--- src/rtl/fpu_conv_wb_queue.sv ---
// Writeback result queue behind the int/float converters: two producers are
// arbitrated round-robin into a first-word-fall-through FIFO that feeds the FP regfile write port.
module fpu_conv_wb_queue #(
    parameter int DEPTH = 4,
    parameter int TAGW  = 6
) (
    input  logic                     clk,
    input  logic                     rst,
    input  logic                     flush,
    input  logic                     in0_valid,
    input  logic [TAGW-1:0]          in0_tag,
    input  logic [31:0]              in0_data,
    output logic                     in0_ready,
    input  logic                     in1_valid,
    input  logic [TAGW-1:0]          in1_tag,
    input  logic [31:0]              in1_data,
    output logic                     in1_ready,
    output logic                     out_valid,
    output logic [TAGW-1:0]          out_tag,
    output logic [31:0]              out_data,
    input  logic                     out_ready,
    output logic [$clog2(DEPTH):0]   count
);

    localparam int PW = $clog2(DEPTH);
    localparam logic [PW:0] DEPTH_C = (PW+1)'(DEPTH);

    logic [TAGW-1:0] tag_q  [DEPTH];
    logic [31:0]     data_q [DEPTH];

    logic [PW-1:0] wr_ptr_q, wr_ptr_d;
    logic [PW-1:0] rd_ptr_q, rd_ptr_d;
    logic [PW:0]   count_q, count_d;
    logic          rr_q, rr_d;

    logic            full, empty;
    logic            acc0, acc1;
    logic            enq_store, deq;
    logic [TAGW-1:0] enq_tag;
    logic [31:0]     enq_data;

    assign full  = (count_q == DEPTH_C);
    assign empty = (count_q == '0);

    // Ready ignores out_ready on purpose: no pass-through into a full queue.
    assign in0_ready = !full && !flush && (!in1_valid || !rr_q);
    assign in1_ready = !full && !flush && (!in0_valid ||  rr_q);

    assign acc0 = in0_valid && in0_ready;
    assign acc1 = in1_valid && in1_ready;

    always_comb begin
        enq_tag   = in1_tag;
        enq_data  = in1_data;
        enq_store = 1'b0;
        if (acc0) begin
            enq_tag   = in0_tag;
            enq_data  = in0_data;
            enq_store = (in0_tag != '0);
        end else if (acc1) begin
            enq_store = (in1_tag != '0);
        end
    end

    assign deq = !empty && out_ready;

    always_comb begin
        wr_ptr_d = wr_ptr_q;
        rd_ptr_d = rd_ptr_q;
        count_d  = count_q;
        rr_d     = rr_q;
        if (rst || flush) begin
            wr_ptr_d = '0;
            rd_ptr_d = '0;
            count_d  = '0;
            rr_d     = 1'b0;
        end else begin
            if (enq_store) wr_ptr_d = wr_ptr_q + 1'b1;
            if (deq)       rd_ptr_d = rd_ptr_q + 1'b1;
            case ({enq_store, deq})
                2'b10:   count_d = count_q + 1'b1;
                2'b01:   count_d = count_q - 1'b1;
                default: count_d = count_q;
            endcase
            // Tag-0 results still take their arbitration turn.
            if (acc0)      rr_d = 1'b1;
            else if (acc1) rr_d = 1'b0;
        end
    end

    always_ff @(posedge clk) begin
        wr_ptr_q <= wr_ptr_d;
        rd_ptr_q <= rd_ptr_d;
        count_q  <= count_d;
        rr_q     <= rr_d;
    end

    // Storage payload carries no reset; occupancy alone defines validity.
    always_ff @(posedge clk) begin
        if (enq_store && !rst) begin
            tag_q[wr_ptr_q]  <= enq_tag;
            data_q[wr_ptr_q] <= enq_data;
        end
    end

    assign out_valid = !empty;
    assign out_tag   = empty ? '0 : tag_q[rd_ptr_q];
    assign out_data  = empty ? '0 : data_q[rd_ptr_q];
    assign count     = count_q;

endmodule

--- config.mk ---
export PLATFORM = sky130hd
export DESIGN_NAME = fpu_conv_wb_queue
export DESIGN_NICKNAME = d
export VERILOG_FILES = /design/src/rtl/fpu_conv_wb_queue.sv
export SDC_FILE = /design/constraint.sdc
export NUM_CORES = 1
export LEC_CHECK = 0
export CORE_MARGIN = 8
export CORE_UTILIZATION = 45
export CTS_CLUSTER_DIAMETER = 120
export DETAILED_ROUTE_END_ITERATION = 12
export PLACE_DENSITY = 0.73
export SLEW_MARGIN = 30
export SYNTH_ARGS = -nofsm -noshare
export SYNTH_HDL_FRONTEND = slang
export SYNTH_SLANG_ARGS = --single-unit
--- constraint.sdc ---
create_clock -name clk -period 6.6 [get_ports clk]
set_clock_uncertainty 0.1 [all_clocks]
set_input_delay 0.66 -clock clk [delete_from_list [all_inputs] [get_ports clk]]
set_output_delay 0.66 -clock clk [all_outputs]
set_load 0.01 [all_outputs]
==> key figures <==
Status
  – Outcome: completed

Clock tree
  – Resized cells post-CTS: 0
  – CTS H-tree lvls: 4
  – CTS sink count: 162
  – Root buffer cell: clkbuf_16
  – Hold buffers post-CTS: 0
  – Clock Latency Late Sink: 0.42 ns
  – Setup bufs post-CTS: 0
  – CTS tree: built
  – Clock transition at the registers of the reported paths: 0.06 ns
  – Num CTS Buffers: 17
  – Clock Tree Buf Depth: 2

Finish
  – Most common cell after layout, fill and taps aside: edfxtp_1
  – Share of layout cells above drive strength 1: 24.5%
  – Filler cells: 1089
  – Final instance count without filler cells: 681
  – Area Overhead vs Synth: 30.4%
  – Most frequent cells in the layout: edfxtp_1, clkdlybuf4s50_1, and2_1
  – Ant diodes: 0
  – Nets@finish: 572

STA
  – Max-slew violations: 0
  – Endpoints failing setup: 0
  – F_max: 296 MHz
  – Fin. Hold Viols: 0
  – Rel. slew slack: 49.2%
  – Final period util: 51.2%
  – Unrepaired setup endpoints after global routing: false
  – Slew @ Worst Pin: 0.762 ns
  – Hold Slack: 0.410 ns
  – Final setup TNS: 0 ns
  – Minimum clock period: 3.38 ns

Pwr
  – Leakage Power: 0.00286 uW
  – Power Total: 2250 uW
  – Worst vdd ir: 0.000192 V
  – Pwr Density: 255 mW/mm^2

Drt
  – Routed WL per cell: 19.7 microns
  – Via count: 3583
  – Drt first pass iters: 4
  – Iteration-0 DRC Markers: 192
  – Post-DRT Antenna Nets: 0
  – Vias per cell: 5.26
  – Post-Route WL: 13400 microns
  – Number of remaining DRC errors: 0

Synth
  – Mux share of post-synthesis cell area: 19.3%
  – Mapped cell area: 0.00676 sq mm
  – Ys flop type: edfxtp_1
  – Synth Area in Compound Gates: 1.33%
  – Post-synth EDFFs: 152
  – Post-synthesis sequential area ratio: 70.5%
  – Fraction of registers with async set/reset: 0%
  – FF+latch count, synth: 162
  – Synth Area in XOR/XNOR: 0.519%
  – Ys Warns: 0
  – Post-Synth Adder-Cell Area: 1.22%
  – Main combinational cell family by area after synthesis: multiplexers
  – Cell count after synthesis: 348
  – Synth Area per Inst: 19.4 sq um
  – Post-Synth Simple-Gate Area: 5.63%
  – Post-synthesis cell type count: 31
  – Syn_nets: 436

Critical path
  – Reg2reg path depth: 9
  – Startpoint types: register
  – R2R Path Start: count[2]
  – Stages on worst setup path: 4
  – CP max stage delay: 0.59 ns
  – R2r setup slk: 3.58 ns
  – Kind of critical path: reg2out
  – CP Capture Type: output port
  – Worst path required time: 5.84 ns
  – CP Max Fanout: 38
  – Critical Path AT: 2.62 ns
  – Worst reg2reg endpoint: count[2]
  – Worst-path cell chain: buf_4 > mux4_2 > and2_1 > clkdlybuf4s50_1
  – Crit path max-delay family: buffers and inverters
  – CP bufs+invs: 2
  – Crit-path slowest cell: buf_4

GRT
  – Gr ovfl total: 0
  – First-pass GRT wire length: 22100 microns
  – Pin count of the biggest net entering global routing: 39
  – GRT Overall Usage: 14.7%
  – Vias in the first global route: 4137
  – Initial antenna violation count: 0

Placed design
  – HPWL after detailed placement: 8990 microns
  – PortBufs: 125
  – Placed insts: 649
  – Gpl congestion: 0.685

Die
  – Row count: 44
  – DIE HEIGHT: 139 microns
  – Initial Util: 46.3%
  – Die Span X: 139 microns
  – Die area: 0.0192 sq mm
  – Num ports: 126
  – Core area: 0.0146 sq mm

Flow run
  – Max Cap Viol: 0

Min path
  – Hold Path Stages: 2
  – Hold Path Origin: wr_ptr_q[1]
  – Hold Path Class: reg2reg
  – Hold Path Sink: wr_ptr_q[1]
worst max-delay path by stage:
stage          startpoint           end  slack, ns
4_1_cts          register  out_data[11]       3.12
6_report         register    out_tag[2]       3.22
3_3_place_gp   in1_tag[1]      count[2]       2.95
5_1_grt          register  out_data[11]       3.03
3_5_place_dp   in1_tag[1]      count[2]       2.80
2_1_floorplan   in1_valid  data_q[1][0]       2.12
power by group:
group	internal, uW	switching (uW)
Sequential	1150	4.23
Clock	548	359
Combinational	110	78.7
Total	1810	442
area by class of cell:
cell class	instances	area, sq um	share of cell area (%)
Clock buffer	19	433	4.91
Clock inverter	13	118	1.33
Inverter	5	18.8	0.213
Multi-Input combinational cell	164	1920	21.8
Sequential cell	162	4770	54.1
Tap cell	184	230	2.61
Timing Repair Buffer	134	1320	15.0
synthesized netlist by cell type, types with 3 or more instances:
cell,count,share of area (%)
clkbuf_1,8,0.44
buf_4,3,0.33
a21oi_1,3,0.22
inv_1,5,0.28
nor3b_1,4,0.44
edfxtp_1,152,68
nand2_1,5,0.28
mux2_2,38,6.3
xor2_1,3,0.39
buf_2,5,0.37
ha_1,5,0.93
nor2_1,8,0.44
mux4_2,38,13
and2_1,40,3.7
dfxtp_1,10,3.0
kinds of logic (layout without fill, tap and decap cells):
family                     after synthesis  in the layout
adders and majority gates                6              6
xor gates and xnor gates                 4              4
muxes                                   78             78
DFF                                    162            162
AOI/OAI and AO/OA                       11             11
and+or+nand+nor                         65             65
buffers and inverters                   22            171
per-stage QoR:
stage	instance area (sq um)	utilization [%]	setup WS, ns
after floorplan	6760	-	2.12
after global placement	8250	56.5	2.95
after detailed placement	8260	56.6	2.80
after CTS	8810	60.4	3.12
after global routing	8810	60.4	3.03
final	8810	60.4	3.22
metal layers:
layer  vias to the layer above  part of all wire, %  routed length, microns  global-route usage [%]
met1                      1812                   39                    5200                    15.7
met4                         0                  1.5                     196                    5.43
met5                         -                    0                       0                       0
li1                       1653                    -                       -                       -
met3                        16                  5.8                     780                    4.86
met2                       102                   54                    7270                    26.5
flip-flops by register name, summed over array words and instances (netlist names), named ones only:
signal,count
count,3
data_q,128
rd_ptr_q,2
rr_q,1
tag_q,24
wr_ptr_q,2
worst min-delay path: cells and delay by family (launching register included):
| family | cells | cell delay, ns |
|---|---|---|
| flops | 1 | 0.34 |
| simple gates | 1 | 0.07 |
| mux | 1 | 0.06 |
No activity file was read; power rests on OpenSTA's default activity.
